**src/rtl/pipe_hazard_ctrl.sv**
```systemverilog
// Purpose : hazard control for a 5-stage pipeline (load-use, MDU occupancy, ID redirect flush).
// Latency : pipeline controls are combinational in the same cycle; MDU status and stall count are registered (1 cycle).
// Backpr. : a stall freezes PC and IF/ID and bubbles ID/EX; a stall outranks an ID redirect.
//
// Ports
//   clk, rst         : single clock, synchronous active-high reset
//   id_rs, id_rt     : source register fields of the instruction in ID
//   id_uses_rt       : the ID instruction actually reads rt
//   ex_memread/ex_rd : the EX instruction is a load, and its destination register
//   id_redirect      : branch taken / jump resolved in ID this cycle
//   id_mdu_use       : the ID instruction needs the multiply/divide unit or HI/LO
//   mdu_start        : a mult/div issues from ID to EX this cycle
//   pc_wr, ifid_wr   : PC and IF/ID write enables
//   ifid_flush       : load a NOP into IF/ID (only takes effect with ifid_wr)
//   idex_bubble      : insert a bubble into ID/EX
//   mdu_busy         : the MDU is occupied
//   mdu_err          : sticky, a mult/div was started while the MDU was busy
//   stall_cnt        : saturating count of stall cycles

module pipe_hazard_ctrl #(
    parameter int MDU_CYCLES = 32
) (
    input  logic        clk,
    input  logic        rst,
    input  logic [4:0]  id_rs,
    input  logic [4:0]  id_rt,
    input  logic        id_uses_rt,
    input  logic        ex_memread,
    input  logic [4:0]  ex_rd,
    input  logic        id_redirect,
    input  logic        id_mdu_use,
    input  logic        mdu_start,
    output logic        pc_wr,
    output logic        ifid_wr,
    output logic        ifid_flush,
    output logic        idex_bubble,
    output logic        mdu_busy,
    output logic        mdu_err,
    output logic [15:0] stall_cnt
);

    // Counter reload value. The start cycle itself is not a busy cycle, so
    // the unit stays busy for MDU_CYCLES-1 cycles after it.
    localparam logic [5:0] CNT_INIT = 6'(MDU_CYCLES - 1);

    typedef enum logic {
        S_IDLE = 1'b0,
        S_BUSY = 1'b1
    } mdu_state_e;

    mdu_state_e  state_q, state_d;
    logic [5:0]  cnt_q, cnt_d;
    logic        err_q, err_d;
    logic [15:0] stall_cnt_q, stall_cnt_d;

    logic lu_haz;
    logic mdu_haz;
    logic stall;
    logic rs_match;
    logic rt_match;

    // ------------------------------------------------------------------
    // Hazard detection
    // ------------------------------------------------------------------
    // A load into $zero never creates a dependency: $zero always reads 0.
    always_comb begin
        rs_match = (ex_rd == id_rs);
        rt_match = id_uses_rt && (ex_rd == id_rt);
        lu_haz   = ex_memread && (ex_rd != 5'd0) && (rs_match || rt_match);
        mdu_haz  = id_mdu_use && (state_q == S_BUSY);
        // Both hazards together still make exactly one stall cycle.
        stall    = (lu_haz || mdu_haz) && !rst;
    end

    // ------------------------------------------------------------------
    // Pipeline register controls
    // ------------------------------------------------------------------
    // Priority: reset, then stall, then redirect. A redirect during a stall
    // is dropped because the branch operands in ID are not yet valid; the
    // branch re-evaluates once the stall clears.
    always_comb begin
        pc_wr       = 1'b0;
        ifid_wr     = 1'b0;
        ifid_flush  = 1'b0;
        idex_bubble = 1'b0;
        if (rst) begin
            pc_wr       = 1'b0;
            ifid_wr     = 1'b0;
            ifid_flush  = 1'b0;
            idex_bubble = 1'b0;
        end else if (stall) begin
            pc_wr       = 1'b0;
            ifid_wr     = 1'b0;
            ifid_flush  = 1'b0;
            idex_bubble = 1'b1;
        end else begin
            pc_wr       = 1'b1;
            ifid_wr     = 1'b1;
            ifid_flush  = id_redirect;
            idex_bubble = 1'b0;
        end
    end

    // ------------------------------------------------------------------
    // MDU occupancy FSM: state register
    // ------------------------------------------------------------------
    always_ff @(posedge clk) begin
        if (rst) begin
            state_q <= S_IDLE;
            cnt_q   <= 6'd0;
        end else begin
            state_q <= state_d;
            cnt_q   <= cnt_d;
        end
    end

    // ------------------------------------------------------------------
    // MDU occupancy FSM: next state
    // ------------------------------------------------------------------
    // A start that coincides with a stall is not really issuing (ID is
    // frozen), so it must not occupy the unit. A start while busy leaves
    // the countdown alone; it is only flagged.
    always_comb begin
        state_d = state_q;
        cnt_d   = cnt_q;
        case (state_q)
            S_IDLE: begin
                if (mdu_start && !stall) begin
                    state_d = S_BUSY;
                    cnt_d   = CNT_INIT;
                end
            end
            S_BUSY: begin
                cnt_d = cnt_q - 6'd1;
                if (cnt_q == 6'd1) begin
                    state_d = S_IDLE;
                end
            end
            default: begin
                state_d = S_IDLE;
                cnt_d   = 6'd0;
            end
        endcase
    end

    // ------------------------------------------------------------------
    // MDU occupancy FSM: outputs
    // ------------------------------------------------------------------
    always_comb begin
        mdu_busy = (state_q == S_BUSY);
    end

    // ------------------------------------------------------------------
    // Sticky error flag and stall counter
    // ------------------------------------------------------------------
    always_comb begin
        err_d = err_q || (mdu_start && (state_q == S_BUSY));
        // Saturate rather than wrap so a long stall never reads as a short one.
        if (stall && (stall_cnt_q != 16'hFFFF)) begin
            stall_cnt_d = stall_cnt_q + 16'd1;
        end else begin
            stall_cnt_d = stall_cnt_q;
        end
    end

    always_ff @(posedge clk) begin
        if (rst) begin
            err_q       <= 1'b0;
            stall_cnt_q <= 16'd0;
        end else begin
            err_q       <= err_d;
            stall_cnt_q <= stall_cnt_d;
        end
    end

    assign mdu_err   = err_q;
    assign stall_cnt = stall_cnt_q;

endmodule

```
**config.mk**
```make
export PLATFORM = sky130hd
export DESIGN_NAME = pipe_hazard_ctrl
export DESIGN_NICKNAME = d
export VERILOG_FILES = /design/src/rtl/pipe_hazard_ctrl.sv
export SDC_FILE = /design/constraint.sdc
export NUM_CORES = 1
export LEC_CHECK = 0
export BUFFER_PORTS_ARGS = -buffer_cell sky130_fd_sc_hd__buf_2
export CAP_MARGIN = 20
export CORE_UTILIZATION = 46
export CTS_BUF_LIST = sky130_fd_sc_hd__clkbuf_4
export CTS_CLUSTER_DIAMETER = 200
export DETAILED_ROUTE_END_ITERATION = 10
export PLACE_DENSITY = 0.72
export SYNTH_ARGS = -nofsm -noshare
export SYNTH_HDL_FRONTEND = slang
export SYNTH_SLANG_ARGS = --single-unit
```
**constraint.sdc**
```tcl
create_clock -name clk -period 2.2 [get_ports clk]
set_clock_uncertainty 0.1 [all_clocks]
set_input_delay 0.22 -clock clk [delete_from_list [all_inputs] [get_ports clk]]
set_output_delay 0.22 -clock clk [all_outputs]
set_load 0.005 [all_outputs]
```
Yosys cells after proc, flatten, opt, wreduce, memory -nomap -nowiden
Index checks and enable logic that the tools add are counted.
{"block": "totals", "output_inout_bits": 22, "word_cells": 37, "ff_bits": 24, "in_bits": 22}
{"block": "classes", "bitwise_logic": 1, "mux": 11, "reduce_logical": 14, "eq_ne": 5, "n_addsub": 2}
{"op": "16-bit by 1-bit adder with 16-bit output, second input constant", "n": 1}
{"op": "16-bit inequality test, second input constant", "n": 1}
{"op": "6-bit case mux with 2 select lines", "n": 1}
{"op": "5-bit equality test", "n": 2}
{"op": "1-bit logical AND", "n": 8}
{"op": "1-bit 2-to-1 mux", "n": 8}
{"op": "6-bit by 1-bit equality test with 1-bit output, second input constant", "n": 1}
{"op": "6-bit 2-to-1 mux", "n": 1}
{"op": "6-bit by 1-bit subtractor with 6-bit output, second input constant", "n": 1}
{"op": "5-bit nonzero test", "n": 1}
{"op": "1-bit logical OR", "n": 3}
{"op": "1-bit zero test", "n": 2}
{"op": "2-bit inequality test, second input constant", "n": 1}
{"op": "1-bit case mux with 2 select lines", "n": 1}
{"op": "1-bit NOT", "n": 1}

Logic depth before layout (Yosys ltp)
Gate-level depths: netlist of the first run.
{"block": "logic_depth", "word_depth": 10, "mapped_depth": 8, "mapped_depth_nobuf": 6}

Least setup slack after synthesis of the first run
OpenSTA, ideal clock, no wires.
{"block": "synth_timing", "kind": "input-to-output", "start": "input port ex_rd[0]", "end": "output port pc_wr", "setup_slack_ps": 217, "arrival_ps": 1663, "n_path_buf": 3, "required_time_ps": 1880, "cell_stages": 7, "cell_sequence": "or4_1 -> o21a_1 -> a22oi_4 -> buf_6 -> buf_12 -> and2_1 -> buf_4"}
{"block": "synth_between", "elab_chain_cells": 8, "word_cells_on_any_way": 11, "cone_classes": "eq/ne: 2; mux: 2; reduce/logical: 7"}
{"item": "from (decl)", "line_no": "29", "source": "input logic [4:0] ex_rd,"}
{"item": "5-bit equality test", "line_no": "68", "source": "rt_match = id_uses_rt && (ex_rd == id_rt);"}
{"item": "1-bit logical AND", "line_no": "68"}
{"item": "1-bit logical OR", "line_no": "69", "source": "lu_haz = ex_memread && (ex_rd != 5'd0) && (rs_match || rt_match);"}
{"item": "1-bit logical AND *", "line_no": "69"}
{"item": "1-bit logical OR *", "line_no": "72", "source": "stall = (lu_haz || mdu_haz) && !rst;"}
{"item": "1-bit logical AND *", "line_no": "72"}
{"item": "1-bit 2-to-1 mux * (2 in a row)"}
{"item": "to (decl)", "line_no": "33", "source": "output logic pc_wr,"}
Every way passes the cells marked *; elsewhere a longest branch is shown, timed or not.

Final worst setup path of the first run
{"block": "layout_timing", "start": "input port ex_rd[0]", "end": "output port ifid_flush"}
{"block": "layout_between", "elab_chain_cells": 8, "word_cells_on_any_way": 11, "cone_classes": "eq/ne: 2; mux: 2; reduce/logical: 7"}
{"item": "5-bit equality test", "line_no": "68"}
{"item": "1-bit logical AND", "line_no": "68"}
{"item": "1-bit logical OR", "line_no": "69"}
{"item": "1-bit logical AND *", "line_no": "69"}
{"item": "1-bit logical OR *", "line_no": "72"}
{"item": "1-bit logical AND *", "line_no": "72"}
{"item": "1-bit 2-to-1 mux *", "line_no": "91", "source": "end else if (stall) begin"}
{"item": "1-bit 2-to-1 mux *", "line_no": "86", "source": "if (rst) begin"}
{"item": "to (decl)", "line_no": "35", "source": "output logic ifid_flush,"}
Marked as above.

==> results of run 1 <==
==> layout make-up <==
class / count / area [µm²] / share of cell area [%]
multi-input combinational: 127 / 966 / 51.3
tap: 44 / 55.1 / 2.92
clock inverter: 1 / 3.75 / 0.199
timing repair buffer: 56 / 325 / 17.3
sequential: 24 / 480 / 25.5
clock buffer: 3 / 22.5 / 1.20
inverter: 8 / 30.0 / 1.59
==> power breakdown <==
group | internal (W) | switching (W)
sequential | 0.000452 | 0.0000153
clock | 0.0000665 | 0.000137
combinational | 0.0000838 | 0.0000937
==> registers in the layout, indices dropped and copies added (netlist names) <==
register	count
cnt_q	6
mdu_busy	1
stall_cnt	16
mdu_err	1
==> cell families (layout without fill, tap and decap cells) <==
family                     after synthesis  count (layout)  share of synthesized area [%]
and+or+nand+nor                         68              68                           27.0
AOI/OAI and AO/OA                       45              45                           25.9
DFF                                     24              24                           31.1
buffers and inverters                   17              68                           7.29
xor gates and xnor gates                10              10                           5.67
adders and majority gates                3               3                           2.43
muxes                                    1               1                          0.648
==> worst paths after layout <==
kind | from | end | slack [ns] | cells past startpoint
setup / recovery | ex_rd[0] | ifid_flush | 0.15 | 7
hold / removal | mdu_start | mdu_err | 0.08 | 3
setup reg to reg | stall_cnt[8] | stall_cnt[3] | 0.16 | 7
hold reg to reg | cnt_q[5] | cnt_q[5] | 0.39 | 1
==> repair_timing <==
item	in CTS	in global routing
buffers inserted	0	0
gates resized for setup	0	2
setup endpoints to repair	0	6
hold buffers	0	0
==> layer usage <==
layer	routed length (µm)	track usage (%)	vias to the layer above
met5	0	0	-
met4	45	10.3	0
met3	140	4.33	6
met2	1710	36.2	46
met1	1560	26.0	670
li1	-	-	729
==> stage by stage <==
step / utilization, % / hold slack (ns) / total power [W]
after global routing: 60.2 / 0.0626 / 0.000894
after CTS: 59.8 / 0.0684 / 0.000851
final: 60.2 / 0.0753 / 0.000848
after global placement: 58.9 / 0.365 / 0.000646
after detailed placement: 58.9 / 0.365 / 0.000654
after floorplan: - / 0.199 / 0.000598
==> placed cells by master (no fill, tap or decap), types with 4 or more instances in the layout <==
| cell | n |
|---|---|
| a21oi_1 | 5 |
| nand4_1 | 4 |
| o31ai_2 | 7 |
| nand2_1 | 13 |
| a21oi_2 | 11 |
| xnor2_1 | 10 |
| inv_1 | 8 |
| dfxtp_1 | 24 |
| nor2_1 | 4 |
| or4_2 | 6 |
| nor3_1 | 5 |
| buf_2 | 43 |
| nand3_1 | 9 |
| buf_4 | 12 |
==> worst register-to-register path: cells and delay by family, from the launching register on <==
kind / cells / cell delay, ns
AND/OR/NAND/NOR: 4 / 1.02
flip-flops: 1 / 0.39
buffers and inverters: 2 / 0.34
AO/OA/AOI/OAI: 1 / 0.15
==> run summary, run 1 <==
DR iter-0 viols -> 61
Max Freq -> 0.487 GHz
total core area -> 0.00313 mm²
Finish-stage setup viols -> 0
Slew @ Worst Pin -> 0.376 ns
Via density -> 5.52
Seq/Total Area, Yosys -> 31.1%
clock tree from TritonCTS -> done
Hold Vio Cnt, Final -> 0
Slowest-stage cell, CP -> or4_1
first-pass GRT wire length -> 5780 µm
type of the worst setup path -> input port to output pin
# Max-Cap Violations -> 0
cell repeated most along the worst path -> buf_2
cell type with the largest total area after synthesis -> dfxtp_1
Post-Place Cell Area -> 0.00184 mm²
post-synth top area share -> 31.1%
worst-path maximum fanout -> 29
Area contributors post-synth -> dfxtp_1 (31%), a21oi_2 (6.2%), o31ai_2 (5.7%)
I/O Buffers -> 43
boundary pin count -> 44
FILL cells -> 280
clk slew on worst S/H paths -> 0.14 ns
delay of the slowest critical-path stage -> 0.52 ns
design area -> 0.00188 mm²
GPL Wtd Cong -> 0.792
Starting Density -> 49.4%
GRT Overall Usage -> 21.5%
synthesis warning total -> 0
fin worst setup slack -> 0.146 ns
Synth top cells by count -> dfxtp_1 (24), nand2_1 (13), a21oi_2 (11)
Yosys cell types -> 51
dpl hpwl -> 2700 µm
delay-heaviest family, CP -> simple AND/OR/NAND/NOR gates
CTS Buffer Depth -> 2
Synth Register Bits -> 24
Post-Layout Cell Count -> 263
GRT Residual Overflow -> 0
clock latency on the worst-skew pair -> 0.32 ns
Synth Cell Area -> 0.00155 mm²
Critical Path AT -> 1.73 ns
status -> completed
wirelength, routed -> 3460 µm
DR DRC count -> 0
setup TNS -> 0 ns
pin count of the biggest net entering global routing -> 30
number of inserted diodes -> 0
worst hold path class -> input port to register
fin. max-slew vios -> 0
initial antenna violation count -> 0
Peak supply drop -> 0.000253 V
routed length per instance -> 13.2 µm
Final Critical Period -> 2.05 ns
Leak -> 0.741 nW
P&R area growth vs syn -> 21.9%
Post-DRT Antenna Nets -> 0
syn nets -> 193
Synth Instances -> 168
CP bufs+invs -> 3
die area -> 0.00360 mm²
Avg Inst Size Synth -> 9.20 µm²
clock buffer count from CTS -> 3
CP Cell Sequence -> buf_2 > or4_1 > o21a_1 > a22oi_4 > buf_12 > and3_1 > buf_2
site row count -> 20
vias in the first global route -> 1363
EDFF count, synth -> 0
clock tree sinks -> 24
ys async rst share -> 0%
Req. time, crit path -> 1.88 ns
Via Count -> 1451
layout cells sized above 1 -> 46.6%
root buf cell -> clkbuf_4
Nets -> 245
pwr/cell area -> 450 mW/mm²
drt first pass iters -> 4
crit start category -> input port
Max-Slew Margin vs Limit -> 74.7%
period utilization -> 93.4%
Synth Flop Type -> dfxtp_1
most common cell in the synthesized netlist -> dfxtp_1
die height -> 60.0 µm
Die X -> 60.0 µm
Place WS -> 0.0470 ns
RSZ-0062 raised after global routing -> no
H-tree depth -> 1
Inst Count DP -> 259
Critical Path End Type -> output pin
Power figures use the tool's default switching activity.
==> run 2, diff against run 1 <==
--- a/config.mk
+++ b/config.mk
@@ -7,11 +7,12 @@
 export LEC_CHECK = 0
 export BUFFER_PORTS_ARGS = -buffer_cell sky130_fd_sc_hd__buf_2
 export CAP_MARGIN = 20
-export CORE_UTILIZATION = 46
+export CORE_UTILIZATION = 54
 export CTS_BUF_LIST = sky130_fd_sc_hd__clkbuf_4
 export CTS_CLUSTER_DIAMETER = 200
 export DETAILED_ROUTE_END_ITERATION = 10
-export PLACE_DENSITY = 0.72
+export HOLD_SLACK_MARGIN = 0.05
+export PLACE_DENSITY = 0.82
 export SYNTH_ARGS = -nofsm -noshare
 export SYNTH_HDL_FRONTEND = slang
 export SYNTH_SLANG_ARGS = --single-unit
==> run summary, run 2 (same netlist as run 1, synthesis figures left out) <==
status -> completed
CP Cell Sequence -> and3_2 > nand3_1 > or2_1 > or4_2 > a21oi_2
Max Freq -> 0.476 GHz (-2.3%)
CTS Buffer Depth -> 2 (unchanged)
worst-path maximum fanout -> 6 (-79%)
layout cells sized above 1 -> 44.6% (-2.0 points)
crit start category -> register
routed length per instance -> 13.9 µm (+5.9%)
P&R area growth vs syn -> 17.0%
highest-count cells in the layout ignoring fill and taps -> buf_2 (43), dfxtp_1 (24), nand2_1 (13)
Max-Slew Margin vs Limit -> 73.3% (-1.4 points)
dpl hpwl -> 2520 µm (-6.5%)
pwr/cell area -> 464 mW/mm² (+3.1%)
clock buffer count from CTS -> 3 (unchanged)
GRT Overall Usage -> 22.6% (+1.1 points)
Leak -> 0.692 nW (-6.5%)
root buf cell -> clkbuf_4
DR DRC count -> 0 (unchanged)
Finish-stage setup viols -> 0 (unchanged)
Via density -> 6.11 (+11%)
GRT Residual Overflow -> 0 (unchanged)
site row count -> 19 (-5.0%)
DR iter-0 viols -> 42 (-31%)
fin. max-slew vios -> 0 (unchanged)
Peak supply drop -> 0.000341 V (+35%)
H-tree depth -> 1 (unchanged)
GPL Wtd Cong -> 0.857 (+8.1%)
Die X -> 55.5 µm (-7.4%)
Final Critical Period -> 2.10 ns (+0.0484 ns)
Critical Path End Type -> register
Starting Density -> 56.5% (+7.1 points)
commonest non-fill, non-tap cell in the layout -> buf_2
hold path cells -> 3 (unchanged)
# hold bufs at CTS -> 0 (unchanged)
CP bufs+invs -> 0 (-3)
Post-Layout Cell Count -> 244 (-7.2%)
reg2reg path depth -> 5 (-2)
I/O Buffers -> 43 (unchanged)
number of inserted diodes -> 0 (unchanged)
total core area -> 0.00273 mm² (-13%)
clock latency on the worst-skew pair -> 0.32 ns (about the same)
boundary pin count -> 44 (unchanged)
drt first pass iters -> 4 (unchanged)
clk slew on worst S/H paths -> 0.13 ns (about the same)
Via Count -> 1491 (+2.8%)
max reg flops -> 16 (unchanged)
setup bufs post-CTS -> 0 (unchanged)
clock tree sinks -> 24 (unchanged)
CTS resizes -> 0 (unchanged)
wirelength, routed -> 3400 µm (-1.7%)
Hold Vio Cnt, Final -> 0 (unchanged)
vias in the first global route -> 1417 (+4.0%)
Post-DRT Antenna Nets -> 0 (unchanged)
Critical Path AT -> 2.26 ns (+0.53 ns)
Slew @ Worst Pin -> 0.396 ns (+0.0203 ns)
Req. time, crit path -> 2.36 ns (+0.48 ns)
pin count of the biggest net entering global routing -> 36 (+20%)
first-pass GRT wire length -> 5690 µm (-1.6%)
die height -> 55.5 µm (-7.4%)
initial antenna violation count -> 0 (unchanged)
Nets -> 239 (-2.4%)
period utilization -> 95.6% (+2.2 points)
# Max-Cap Violations -> 0 (unchanged)
flop-to-flop setup slack -> 0.1 ns (-0.06 ns)
delay of the slowest critical-path stage -> 0.57 ns (+0.05 ns)
RSZ-0062 raised after global routing -> no
Inst Count DP -> 240 (-7.3%)
setup TNS -> 0 ns (unchanged)
Slowest-stage cell, CP -> or4_2
critical path depth -> 5 (-2)
clock tree from TritonCTS -> done
delay-heaviest family, CP -> simple AND/OR/NAND/NOR gates
die area -> 0.00308 mm² (-14%)
type of the worst setup path -> register to register
worst hold path class -> input port to register
run 2: cell types whose count changed in the layout (fill, tap and decap cells not counted):
cell     before  now
nand3_2       1    0
nor4_4        1    0
buf_4        12    6
nor4_2        0    1
nand3_1       9   10
run 2: worst register-to-register path: stages, from the launching register on:
cell	delay [ns]
dfxtp_1	0.44
and3_2	0.25
nand3_1	0.19
or2_1	0.34
or4_2	0.57
a21oi_2	0.15
run 2: metal layers:
| metal | track usage [%] | vias to the layer above | share of wire (%) |
|---|---|---|---|
| met2 | 41.0 | 66 | 51 |
| met3 | 2.81 | 4 | 5.1 |
| met5 | 0 | - | 0 |
| li1 | - | 717 | - |
| met1 | 26.4 | 704 | 43 |
| met4 | 10.0 | 0 | 0.85 |
run 2: final cells by class:
class                   count  area, µm²
multi-input cells         127        952
repair buffers             50        280
fillers                   239        926
well taps                  31       38.8
inverters                   8       30.0
clock inverters             1       3.75
clock buffers               3       22.5
flip-flops and latches     24        480
run 2: path summary, 6_finish.rpt:
kind / start / endpoint
setup reg to reg: stall_cnt[2] / stall_cnt[8]
hold / removal: mdu_start / mdu_err
setup / recovery: stall_cnt[2] / stall_cnt[8]
hold reg to reg: mdu_err / mdu_err
run 2: per-stage QoR:
stage	hold slack [ns]	instance area [µm²]	power, W	setup WS (ns)	util (%)
floorplan	0.199	1550	0.000598	0.217	-
global route	0.0930	1810	0.000884	0.0289	66.1
finish	0.0856	1810	0.000839	0.0973	66.1
CTS	0.0863	1810	0.000844	0.120	66.1
global placement	0.348	1780	0.000639	0.145	65.2
detailed placement	0.365	1780	0.000648	0.0803	65.2
run 2: report_power, final:
group / switching (W) / leakage [nW] / internal, W
sequential: 0.0000173 / 0.196 / 0.000452
clock: 0.000133 / 0.0154 / 0.0000664
combinational: 0.0000901 / 0.481 / 0.0000801
